--- src/rtl/cache_pkg.sv ---
// Shared definitions for the N-way cache controller: FSM encodings and
// elaboration-time helpers for locating nodes in the PLRU tree.
package cache_pkg;

  localparam logic [1:0] CHECK     = 2'd0;
  localparam logic [1:0] WRITEBACK = 2'd1;
  localparam logic [1:0] FILL      = 2'd2;

  // Depth of tree node i (root is level 0).
  function automatic int node_level(input int node);
    return $clog2(node + 2) - 1;
  endfunction

  // Position of node i among the nodes of its own level.
  function automatic int node_prefix(input int node);
    return node - ((1 << node_level(node)) - 1);
  endfunction

  // Tree node visited at a given level on the path to way w.
  function automatic int path_node(input int way, input int level, input int depth);
    return ((1 << level) - 1) + (way >> (depth - level));
  endfunction

  // Branch taken at a given level on the path to way w (0 = left, 1 = right).
  function automatic logic path_dir(input int way, input int level, input int depth);
    return 1'((way >> (depth - 1 - level)) & 1);
  endfunction

endpackage

--- src/rtl/cache_control_nway_if.sv ---
// CPU request and physical-memory line handshakes seen by the cache controller.
interface cache_control_nway_if;
  logic mem_read;
  logic mem_write;
  logic mem_resp;
  logic pmem_read;
  logic pmem_write;
  logic pmem_resp;

  // Controller side: answers the CPU and masters the physical-memory port.
  modport master (
    input  mem_read, mem_write, pmem_resp,
    output mem_resp, pmem_read, pmem_write
  );

  // Environment side: CPU plus physical memory.
  modport slave (
    output mem_read, mem_write, pmem_resp,
    input  mem_resp, pmem_read, pmem_write
  );
endinterface

--- src/rtl/plru_tree.sv ---
// Combinational tree pseudo-LRU: victim choice (invalid way first) and the
// updated tree bits for an accessed way. All tree indices are elaboration constants.
module plru_tree
  import cache_pkg::*;
#(
  parameter int WAYS = 4
) (
  input  logic [WAYS-2:0]         plru_bits,
  input  logic [WAYS-1:0]         valid,
  input  logic [$clog2(WAYS)-1:0] access_way,
  output logic [$clog2(WAYS)-1:0] victim,
  output logic [WAYS-2:0]         plru_next
);
  localparam int DEPTH = $clog2(WAYS);

  logic [DEPTH-1:0] path_match [WAYS];
  logic [WAYS-1:0]  is_lru;
  logic [DEPTH-1:0] lru_way;
  logic [DEPTH-1:0] free_way;
  logic             free_found;

  // A way is the PLRU leaf when every bit on its path points toward it.
  for (genvar gi = 0; gi < WAYS; gi++) begin : g_way
    for (genvar gl = 0; gl < DEPTH; gl++) begin : g_lvl
      localparam int NODE = path_node(gi, gl, DEPTH);
      assign path_match[gi][gl] = (plru_bits[NODE] == path_dir(gi, gl, DEPTH));
    end
    assign is_lru[gi] = &path_match[gi];
  end

  // Nodes on the accessed path are turned to point away from it.
  for (genvar gi = 0; gi < WAYS - 1; gi++) begin : g_node
    localparam int LVL = node_level(gi);
    localparam int PFX = node_prefix(gi);
    logic [DEPTH-1:0] way_prefix;
    assign way_prefix    = access_way >> (DEPTH - LVL);
    assign plru_next[gi] = (way_prefix == DEPTH'(PFX)) ? ~access_way[DEPTH-1-LVL]
                                                       : plru_bits[gi];
  end

  always_comb begin
    lru_way    = '0;
    free_way   = '0;
    free_found = 1'b0;
    for (int w = 0; w < WAYS; w++) begin
      if (is_lru[w]) lru_way = DEPTH'(w);
    end
    for (int w = WAYS - 1; w >= 0; w--) begin
      if (!valid[w]) begin
        free_found = 1'b1;
        free_way   = DEPTH'(w);
      end
    end
    victim = free_found ? free_way : lru_way;
  end

endmodule

--- src/rtl/cache_control_nway.sv ---
// N-way write-back, write-allocate cache controller with tree PLRU replacement,
// a held victim register across writeback/fill, and saturating hit/miss counters.
module cache_control_nway
  import cache_pkg::*;
#(
  parameter int WAYS  = 4,
  parameter int CNT_W = 32
) (
  input  logic                    clk,
  input  logic                    rst,
  cache_control_nway_if.master    bus,
  input  logic [WAYS-1:0]         hit,
  input  logic [WAYS-1:0]         valid_in,
  input  logic [WAYS-1:0]         dirty_in,
  input  logic [WAYS-2:0]         plru_in,
  output logic                    plru_load,
  output logic [WAYS-2:0]         plru_out,
  output logic [$clog2(WAYS)-1:0] way_sel,
  output logic                    data_we,
  output logic                    data_fill,
  output logic                    wb_addr_sel,
  output logic [WAYS-1:0]         load_tag,
  output logic [WAYS-1:0]         load_valid,
  output logic [WAYS-1:0]         load_dirty,
  output logic                    valid_out,
  output logic                    dirty_out,
  input  logic                    clr_stats,
  output logic [CNT_W-1:0]        hit_count,
  output logic [CNT_W-1:0]        miss_count
);
  localparam int WW = $clog2(WAYS);

  logic [1:0]       state_q, state_next;
  logic [WW-1:0]    victim_q;
  logic             retry_q;
  logic [WW-1:0]    victim;
  logic [WW-1:0]    hit_way;
  logic [WAYS-2:0]  plru_upd;
  logic             req;
  logic             resp;
  logic             miss_start;
  logic             fill_done;
  logic [WAYS-1:0]  victim_mask;
  logic [CNT_W-1:0] cnt_q [2];
  logic [1:0]       cnt_inc;

  plru_tree #(.WAYS(WAYS)) u_plru (
    .plru_bits  (plru_in),
    .valid      (valid_in),
    .access_way (hit_way),
    .victim     (victim),
    .plru_next  (plru_upd)
  );

  assign req         = bus.mem_read | bus.mem_write;
  assign victim_mask = WAYS'(1) << victim_q;

  // Lowest set hit bit wins if the datapath ever reports more than one.
  always_comb begin
    hit_way = '0;
    for (int w = WAYS - 1; w >= 0; w--) begin
      if (hit[w]) hit_way = WW'(w);
    end
  end

  always_comb begin
    state_next     = state_q;
    resp           = 1'b0;
    bus.pmem_read  = 1'b0;
    bus.pmem_write = 1'b0;
    plru_load      = 1'b0;
    plru_out       = '0;
    way_sel        = '0;
    data_we        = 1'b0;
    data_fill      = 1'b0;
    wb_addr_sel    = 1'b0;
    load_tag       = '0;
    load_valid     = '0;
    load_dirty     = '0;
    valid_out      = 1'b0;
    dirty_out      = 1'b0;
    miss_start     = 1'b0;
    fill_done      = 1'b0;
    case (state_q)
      CHECK: begin
        if (req && |hit) begin
          resp      = 1'b1;
          way_sel   = hit_way;
          plru_load = 1'b1;
          plru_out  = plru_upd;
          if (bus.mem_write) begin
            data_we             = 1'b1;
            load_dirty[hit_way] = 1'b1;
            dirty_out           = 1'b1;
          end
        end else if (req) begin
          miss_start = 1'b1;
          state_next = (valid_in[victim] && dirty_in[victim]) ? WRITEBACK : FILL;
        end
      end
      WRITEBACK: begin
        bus.pmem_write = 1'b1;
        wb_addr_sel    = 1'b1;
        way_sel        = victim_q;
        if (bus.pmem_resp) state_next = FILL;
      end
      FILL: begin
        bus.pmem_read = 1'b1;
        way_sel       = victim_q;
        if (bus.pmem_resp) begin
          data_fill  = 1'b1;
          load_tag   = victim_mask;
          load_valid = victim_mask;
          load_dirty = victim_mask;
          valid_out  = 1'b1;
          fill_done  = 1'b1;
          state_next = CHECK;
        end
      end
      default: state_next = CHECK;
    endcase
    // Array contents must not be disturbed while reset is held.
    if (rst) begin
      data_we    = 1'b0;
      data_fill  = 1'b0;
      load_tag   = '0;
      load_valid = '0;
      load_dirty = '0;
      plru_load  = 1'b0;
      plru_out   = '0;
    end
  end

  assign bus.mem_resp = resp;

  always_ff @(posedge clk) begin
    if (rst) begin
      state_q  <= CHECK;
      victim_q <= '0;
      retry_q  <= 1'b0;
    end else begin
      state_q <= state_next;
      if (miss_start) victim_q <= victim;
      if (fill_done) retry_q <= 1'b1;
      else if (resp) retry_q <= 1'b0;
    end
  end

  // The response that completes a miss is not counted as a hit.
  assign cnt_inc[0] = resp & ~retry_q;
  assign cnt_inc[1] = miss_start;

  for (genvar gi = 0; gi < 2; gi++) begin : g_cnt
    always_ff @(posedge clk) begin
      if (rst || clr_stats) cnt_q[gi] <= '0;
      else if (cnt_inc[gi] && cnt_q[gi] != '1) cnt_q[gi] <= cnt_q[gi] + 1'b1;
    end
  end

  assign hit_count  = cnt_q[0];
  assign miss_count = cnt_q[1];

endmodule

--- src/flat_wrapper.sv ---
// flat-port wrapper written by rule: the top's interface ports become plain ports
module cache_control_nway_flat import cache_pkg::*;
#(
  parameter int WAYS  = 4,
  parameter int CNT_W = 32
)
  (clk, rst, hit, valid_in, dirty_in, plru_in, plru_load, plru_out, way_sel, data_we, data_fill, wb_addr_sel, load_tag, load_valid, load_dirty, valid_out, dirty_out, clr_stats, hit_count, miss_count, bus_mem_read, bus_mem_write, bus_pmem_resp, bus_mem_resp, bus_pmem_read, bus_pmem_write);
  cache_control_nway_if bus_i ();
  input  logic clk;
  input  logic rst;
  input  logic [WAYS-1:0] hit;
  input  logic [WAYS-1:0] valid_in;
  input  logic [WAYS-1:0] dirty_in;
  input  logic [WAYS-2:0] plru_in;
  output logic plru_load;
  output logic [WAYS-2:0] plru_out;
  output logic [$clog2(WAYS)-1:0] way_sel;
  output logic data_we;
  output logic data_fill;
  output logic wb_addr_sel;
  output logic [WAYS-1:0] load_tag;
  output logic [WAYS-1:0] load_valid;
  output logic [WAYS-1:0] load_dirty;
  output logic valid_out;
  output logic dirty_out;
  input  logic clr_stats;
  output logic [CNT_W-1:0] hit_count;
  output logic [CNT_W-1:0] miss_count;
  input wire logic [$bits(bus_i.mem_read)-1:0] bus_mem_read;
  input wire logic [$bits(bus_i.mem_write)-1:0] bus_mem_write;
  input wire logic [$bits(bus_i.pmem_resp)-1:0] bus_pmem_resp;
  output wire logic [$bits(bus_i.mem_resp)-1:0] bus_mem_resp;
  output wire logic [$bits(bus_i.pmem_read)-1:0] bus_pmem_read;
  output wire logic [$bits(bus_i.pmem_write)-1:0] bus_pmem_write;
  assign bus_i.mem_read = bus_mem_read;
  assign bus_i.mem_write = bus_mem_write;
  assign bus_i.pmem_resp = bus_pmem_resp;
  assign bus_mem_resp = bus_i.mem_resp;
  assign bus_pmem_read = bus_i.pmem_read;
  assign bus_pmem_write = bus_i.pmem_write;
  cache_control_nway #(.WAYS(WAYS), .CNT_W(CNT_W)) u_core (.clk(clk), .rst(rst), .bus(bus_i), .hit(hit), .valid_in(valid_in), .dirty_in(dirty_in), .plru_in(plru_in), .plru_load(plru_load), .plru_out(plru_out), .way_sel(way_sel), .data_we(data_we), .data_fill(data_fill), .wb_addr_sel(wb_addr_sel), .load_tag(load_tag), .load_valid(load_valid), .load_dirty(load_dirty), .valid_out(valid_out), .dirty_out(dirty_out), .clr_stats(clr_stats), .hit_count(hit_count), .miss_count(miss_count));
endmodule
--- config.mk ---
export PLATFORM = sky130hd
export DESIGN_NAME = cache_control_nway_flat
export DESIGN_NICKNAME = d
export VERILOG_FILES = /design/src/rtl/cache_pkg.sv /design/src/rtl/cache_control_nway_if.sv /design/src/rtl/plru_tree.sv /design/src/rtl/cache_control_nway.sv /design/src/flat_wrapper.sv
export SDC_FILE = /design/constraint.sdc
export NUM_CORES = 1
export LEC_CHECK = 0
export BUFFER_PORTS_ARGS = -buffer_cell sky130_fd_sc_hd__clkbuf_2
export CORE_MARGIN = 2
export CORE_UTILIZATION = 25
export CTS_BUF_LIST = sky130_fd_sc_hd__clkbuf_8
export DETAILED_ROUTE_END_ITERATION = 12
export SLEW_MARGIN = 15
export SYNTH_ARGS = -nofsm -noshare
export SYNTH_HDL_FRONTEND = slang
export SYNTH_SLANG_ARGS = --single-unit
--- constraint.sdc ---
create_clock -name clk -period 7.54 [get_ports clk]
set_input_delay 0.754 -clock clk [delete_from_list [all_inputs] [get_ports clk]]
set_output_delay 0.754 -clock clk [all_outputs]
set_load 0.01 [all_outputs]
* Word-level counts from Yosys, hierarchy flattened
Memory sizes are Yosys's and may differ from the RTL's.
Index checks and enable logic that the tools add are counted.
** Word-level totals
- Bits in registers :: 5
- Bits in writable memories :: 64
- Input bits :: 21
- Output and inout bits :: 90
- Memories :: 1
** Operators by class
- Add/sub/neg operators :: 2
- $lt $le $gt $ge :: 3
- Eq/ne operators :: 8
- Shift-type cells :: 1
- Muxes and demuxes :: 69
- Bitwise gates (word level) :: 9
- Reduce and logical (&&, ||, !) cells :: 15
** Memory list
- u_core.cnt_q :: words 2, width 32, rd ports 2, clocked after memory_dff 0, write ports 2, RTL line cache_control_nway.sv:44 : logic [CNT_W-1:0] cnt_q [2];
** Operator list (count)
- 32-bit by 1-bit adder with 32-bit output (second input constant) :: 2
- 32-bit 2-to-1 mux :: 2
- 32-bit inequality test (second input constant) :: 2
- 1-bit 2-to-1 mux :: 35
- 2-bit 2-to-1 mux :: 17
- 4-bit 2-to-1 mux :: 6
- 3-bit 2-to-1 mux :: 3
- 4-bit case mux with 2 select lines :: 1
- 2-bit by 3-bit < comparator with 1-bit output (second input constant) :: 2
- 2-bit inequality test (second input constant) :: 3
- 2-bit case mux with 3 select lines :: 1
- 2-bit AND reduction :: 3
- 1-bit logical AND :: 5
- 1-bit inverter :: 5
- 1-bit binary-select mux with 2-bit select :: 2
- 2-bit zero test :: 2
- 2-bit case mux with 2 select lines :: 1
- 4-bit AND reduction :: 1
- 4-bit OR reduction :: 1
- 1-bit by 2-bit << shifter with 4-bit output (first input constant) :: 1
- 1-bit bitwise OR :: 3
- 1-bit demux with 2-bit select :: 1
- 2-bit by 1-bit equality test with 1-bit output (second input constant) :: 1
- 2-bit equality test (second input constant) :: 1
- other kinds (6) :: 6

* Logic depth before layout (Yosys ltp)
Gate-level depths: netlist (run 1).
- Word-level depth :: 13
- Gate-level depth with buffers :: 10
- Gate-level depth less buffers :: 7

* Hierarchy
A second synthesis (run 1) with hierarchy kept.
** Second synthesis, totals
- Cells, all modules :: 440
- Area, all modules :: 4161.5 µm²
** By module, submodules not included
- cache_control_nway :: instances 1, cells each 428, area each 4093.9 µm², sequential area each 2021.9 µm²
- plru_tree :: instances 1, cells each 12, area each 67.6 µm², sequential area each 0.0 µm²

* Worst setup path after synthesis (run 1)
No wires, ideal clock.
- Path type :: input to register
- From :: input port hit[0]
- To :: memory u_core.cnt_q[1][0] (enable)
- Library setup time :: 0.466 ns
- Arrival :: 3.649 ns
- Required time :: 7.074 ns
- Path slack :: 3.426 ns
- Cell stages on the path :: 3
- Path through :: nor4_4 -> nand2b_4 -> o21ai_0
** RTL lines
- start, declared :: RTL line flat_wrapper.sv:11 : input logic [WAYS-1:0] hit;
- end, declared :: RTL line cache_control_nway.sv:44

==> summary.md, run 1 <==
| Metric | Value |
|---|---|
| Status | `complete, no violations` |
| HP Class | `reg -> reg` |
| DP Wirelength | `between 7 and 8 mm` |
| Combinational power share | `between 10% and 20%` |
| Post-synthesis net count | `between 400 and 500` |
| Post-synth top area share | `between 40 and 50%` |
| Synthesized area per cell | `roughly 9.6 um2` |
| Resize count post-CTS | `0` |
| Synth area leader | `edfxtp_1` |
| CTS Buf Count | `9` |
| Final instance area | `roughly 5000 um2` |
| Internal power | `between 0.6 and 0.7 mW` |
| Die Width | `between 100 and 150 um` |
| Synth top cells by count | `nor2_1 (95), edfxtp_1 (64), xor2_1 (45)` |
| Layout area overhead | `21.9%` |
| Storage cell area | `roughly 2000 um2` |
| First-pass GRT wire length | `roughly 17 mm` |
| Ranking of synthesized cells by area | `edfxtp_1 (46%), xor2_1 (9.4%), nor2_1 (8.5%), nand4_1 (4.5%), nand3_1 (3.2%)` |
| Switching pwr | `between 0.2 and 0.25 mW` |
| Clock group share of total power | `about a third` |
| Number of flops mapped to enable cells by yosys | `64` |
| DRC Markers | `0` |
| Sequential Power Share | `about 54%` |
| Cell variety after synth | `48` |
| CP Max Fanout | `20` |
| CTS tree | `built` |
| H-Tree Depth | `3` |
| CP arrival | `roughly 3200 ps` |
| Hold buffer count at cts | `0` |
| Leak | `just under 2 nW` |
| Clock slew at reported path FFs | `approximately 70 ps` |
| Root Buffer | `clkbuf_8` |
| Initial Utilization | `25.5%` |
| Antenna Violating Nets Remaining | `0` |
| Synth async-reset ratio | `0%` |
| # port buffers | `110` |
| DRT Pass-1 Iters | `4` |
| GR Overflow Total | `0` |
| Clock latency on the worst-skew pair | `about 360 ps` |
| Maximum clock rate | `333 MHz` |
| Prevailing post-synth register cell | `edfxtp_1` |
| Share of cells above drive strength 1 | `between 20% and 30%` |
| RSZ-0062 raised after global routing | `false` |
| Post-Route WL | `between 10 and 15 mm` |
| Max cap viols | `0` |
| Placed Area | `4940 um2` |
| Register area share after synthesis | `48.0%` |
| Initial antenna violation count | `0` |
| RePlAce Congestion | `~0.75` |
| Multi-input combinational cell area | `between 2000 and 2500 um2` |
| Yosys warnings | `0` |
| Chip height | `about 130 um` |
| Rows | `between 40 and 50` |
| Area of the die | `between 15000 and 20000 um2` |
| Vias | `about 3600` |
| I/O pins | `about 110` |
| Max-slew violations | `0` |
| Sw frac | `~27%` |
| Worst slew pin tran | `around 950 ps` |
| Crit. End Element | `flip-flop` |
| Clk buf depth | `2` |
| Final Cycle Share | `39.9%` |
| CTS sink count | `69` |
| Layout fillers | `~1700` |
| Largest net degree at the start of global routing | `33` |
| Number of global-route vias before repair | `3279` |
| Final #Nets | `~570` |
| Startpoint Class | `flip-flop` |
| Final setup fails | `0` |
| Hold Vio Cnt, Final | `0` |
| ANT cells | `0` |
| Maximum vdd drop | `just over 0.06 mV` |
| WL/cell | `between 10 and 15 um` |
| GRT Overall Usage | `11.7%` |
| Slew headroom | `a little over a third` |
| CP required | `7740 ps` |
| Count leader, synth | `nor2_1` |
| Post-Syn Instances | `between 400 and 500` |
| Vias per inst | `4.70` |
| Clk_skew | `9.87 ps` |
| Mapped Area | `4210 um2` |
| Setup TNS | `0 ps` |
| Post-CTS Repair Setup Buffers | `0` |
| Crit path kind | `reg -> reg` |
| PD cells | `~170 nW/um2` |
| Synth Register Bits | `69` |
| Core ar. | `~17000 um2` |
| Post-route minimum period | `approximately 3000 ps` |
| DR iter-0 viols | `about 200` |
power groups by stage:
| stage | Sequential, mW | Clock (mW) | Combinational [mW] |
|---|---|---|---|
| floorplan | 0.479 | 0 | 0.0484 |
| global placement | 0.476 | 0 | 0.101 |
| detailed placement | 0.476 | 0 | 0.102 |
| CTS | 0.467 | 0.312 | 0.102 |
| global route | 0.471 | 0.329 | 0.112 |
| finish | 0.467 | 0.301 | 0.101 |
area by class of cell:
type | instances | area share (%)
multi-input cells | 338 | 39.7
well taps | 220 | 5.36
inverters | 11 | 0.804
clock inverters | 7 | 1.27
clock buffers | 9 | 2.41
flip-flops and latches | 69 | 39.4
repair buffers | 112 | 11.0
flip-flops by register name, summed over array words and instances (netlist names):
register         flops
u_core.cnt_q        64
u_core.retry_q       1
u_core.state_q       2
u_core.victim_q      2
metrics by stage:
stage	setup WS (ps)	hold WS [ps]	total power [mW]	util [%]	std cells
2_1_floorplan	3430	449	0.528	-	437
6_report	4530	477	0.869	31.1	766
3_3_place_gp	4290	466	0.577	29.9	750
4_1_cts	4500	481	0.881	31.1	766
3_5_place_dp	4220	470	0.577	29.9	750
5_1_grt	4240	514	0.912	31.1	766
layer usage:
layer  share of wire [%]  vias to the layer above  global-route usage (%)
met2                  47                      109                    18.4
met5                   0                        -                       0
met3                 4.4                       12                    2.42
li1                    -                     1779                       -
met4                 1.9                        0                    5.32
met1                  47                     1704                    15.6
worst max-delay path, stage by stage, from the launching register on:
cell and delay (ps):
dfxtp_1 360, inv_1 90, ha_1 320, o21ai_2 190, or3_2 500, or3_1 530
nand2b_1 620, nor2_1 230
logic make-up after synthesis:
kind of cell	count (synthesis)	synth area share, %
flip-flops	69	48.0
XOR/XNOR	57	11.9
buffers and inverters	30	3.74
multiplexers	2	0.505
AO/OA/AOI/OAI	36	5.47
AND/OR/NAND/NOR	237	28.6
adder cells (fa/ha/maj)	6	1.78
cell usage in the layout (no fill, tap or decap), drive strengths merged, types with 3 or more instances in the layout:
cell type and count:
ha 6, inv 12, a21oi 13, and4 8
clkbuf 119, nand3 27, or3 7, nor3 12
clkinv 3, nor2 97, nand2 23, nand2b 3
edfxtp 64, and2 5, dfxtp 5, nand4 30
nor4 5, xor2 45, and3 13, o21ai 12
xnor2 12
path summary, 6_finish.rpt:
check                                       start                  to  slack (ps)  cells after the start
worst max-delay path            u_core.state_q[1]  u_core.cnt_q[0][0]        4530                      7
worst min-delay path               u_core.retry_q      u_core.retry_q         480                      2
worst max register to register  u_core.state_q[1]  u_core.cnt_q[0][0]        4530                      7
worst min register to register     u_core.retry_q      u_core.retry_q         480                      2
No activity file was read; power rests on OpenSTA's default activity.
==> inputs of run 2 (changes only) <==
- clock period: 7.54 -> 3.1 ns (I/O delays scaled with it)
==> run 2 against run 1 <==
  * Clock skew fell by 0.94 ps
  * Maximum frequency rose by 12%
  * Sequential power rose by 140%
  * Clock power rose to 2.8 times the previous value
  * Final cell count rose by 0.78%
  * Combinational power rose by 140%
  * Core utilization rose by 0.48 points
  * Total power rose to 2.6 times the previous value
  * Global-route usage rose by 0.30 points
  * Critical endpoint is now u_core.cnt_q[0][5]
  * Highest routed layer unchanged
==> summary.md, run 2 (synthesis gave the netlist of run 1 again) <==
| Metric | Value |
|---|---|
| Crit-path cells | `inv_1 > ha_1 > o21ai_2 > or3_2 > or3_1 > nand2b_1 > nor2_1` |
| Startpoint Class | `flip-flop` |
| Final Cycle Share | `between 80% and 90%` |
| Chip height | `roughly 130 um` |
| Post-CTS Repair Setup Buffers | `0` |
| Final #Nets | `approximately 570` |
| Area of the die | `about 18000 um2` |
| Most common cell after layout, fill and taps aside | `clkbuf_2` |
| Initial antenna violation count | `0` |
| GR Overflow Total | `0` |
| Vias | `between 3000 and 4000` |
| RePlAce Congestion | `between 0.8 and 0.9` |
| Layout area overhead | `23.8%` |
| CP Max Fanout | `20` |
| Number of global-route vias before repair | `around 3400` |
| Largest register FFs | `64` |
| DRC Markers | `0` |
| Root Buffer | `clkbuf_8` |
| H-Tree Depth | `3` |
| Hold buffer count at cts | `0` |
| Die Width | `134 um` |
| CP arrival | `approximately 2900 ps` |
| Share of cells above drive strength 1 | `a little over a quarter` |
| Resize count post-CTS | `0` |
| Setup TNS | `0 ps` |
| Initial Utilization | `25.5%` |
| Pre-CTS setup slack | `between 400 and 500 ps` |
| CTS tree | `built` |
| I/O pins | `around 110` |
| Max-slew violations | `0` |
| Leak | `2.03 nW` |
| Maximum clock rate | `between 300 and 400 MHz` |
| Cell count along the critical path | `7` |
| Slew headroom | `about half` |
| Largest net degree at the start of global routing | `33` |
| Vias per inst | `approximately 4.7` |
| Max cap viols | `0` |
| Core ar. | `between 15000 and 20000 um2` |
| Clock slew at reported path FFs | `approximately 80 ps` |
| Clk buf depth | `2` |
| Slowest CP cell | `nand2b_1` |
| Family with the most delay on the worst path | `simple AND/OR/NAND/NOR gates` |
| Worst Reg2Reg Path Length in Cells | `7` |
| # port buffers | `110` |
| CTS Buf Count | `9` |
| HP Class | `in -> reg` |
| Hold Vio Cnt, Final | `0` |
| DRT Pass-1 Iters | `5` |
| PD cells | `427 nW/um2` |
| ANT cells | `0` |
| Maximum vdd drop | `approximately 0.17 mV` |
| RSZ-0062 raised after global routing | `false` |
| Layout Cells excl Fill | `between 700 and 800` |
| Placed Area | `roughly 5000 um2` |
| GRT Overall Usage | `between 10% and 20%` |
| Antenna Violating Nets Remaining | `0` |
| Final setup fails | `0` |
| Status | `complete, no violations` |
| WL/cell | `13.8 um` |
| Final instance area | `around 5200 um2` |
| Setup ws final | `about 430 ps` |
| DP Wirelength | `around 7.6 mm` |
| CP required | `roughly 3300 ps` |
| Crit. End Element | `flip-flop` |
| Post-route minimum period | `between 2000 and 3000 ps` |
| CTS sink count | `69` |
| Worst slew pin tran | `about 750 ps` |
| Clock latency on the worst-skew pair | `about 360 ps` |
| Final Power | `between 2 and 2.5 mW` |
| Clk_skew | `roughly 9 ps` |
| Rows | `47` |
| Top flop regs | `u_core.cnt_q x64, u_core.state_q x2, u_core.victim_q x2` |
| DR iter-0 viols | `~220` |
| Post-Route WL | `10.7 mm` |
| First-pass GRT wire length | `~17 mm` |
| Buf/Inv on CP | `1` |
| CP max stage delay | `roughly 500 ps` |
| Crit path kind | `reg -> reg` |
| Placed cells | `about 760` |
| Hold Crit Depth | `2` |
| Most frequent cells in the layout | `clkbuf_2 (110), nor2_1 (95), edfxtp_1 (64)` |
| Biggest register | `u_core.cnt_q` |
-- run 2: cell count changes in the layout (fill, tap and decap cells not counted), sizes merged --
cell      before  now
buf            2    8
bufinv         1    2
clkinv         3    2
clkinvlp       2    3
inv           12   11
-- run 2: power breakdown --
part / leakage [nW] / switching [mW] / internal (mW) / total (mW)
logic: 1.16 / 0.146 / 0.100 / 0.247
clock network: 0.102 / 0.389 / 0.455 / 0.844
registers: 0.776 / 0.0682 / 1.07 / 1.14
total: 2.03 / 0.603 / 1.62 / 2.23
-- run 2: worst reg2reg max path: cells and delay by family (launching register included) --
family                     cells  cell delay (ps)
DFF                            1              340
adders and majority gates      1              320
AOI/OAI and AO/OA              1              170
buffers and inverters          1              100
and+or+nand+nor                4             1580
-- run 2: area by class of cell --
| class | instances | area (um2) |
|---|---|---|
| fill | 1719 | 11300 |
| clock inverter | 7 | 100 |
| tap | 220 | 275 |
| multi-input combinational | 338 | 2040 |
| inverter | 11 | 41.3 |
| sequential | 69 | 2020 |
| clock buffer | 9 | 124 |
| timing repair buffer | 118 | 611 |
-- run 2: final timing paths --
kind | start | endpoint | slack [ps]
max | u_core.state_q[0] | u_core.cnt_q[0][5] | 430
min | rst | u_core.retry_q | 330
max reg2reg | u_core.state_q[0] | u_core.cnt_q[0][5] | 430
min reg2reg | u_core.retry_q | u_core.retry_q | 480
-- run 2: metal layers --
layer	track usage [%]	wire, um	vias up
met2	19.3	4990	94
li1	-	-	1793
met1	15.8	5050	1717
met4	3.90	130	0
met5	0	0	-
met3	3.25	492	11
-- run 2: per-stage QoR --
stage,hold slack (ps),utilization (%)
after floorplan,449,-
final,332,31.5
after global placement,476,30.2
after detailed placement,468,30.2
after CTS,307,31.5
after global routing,329,31.5
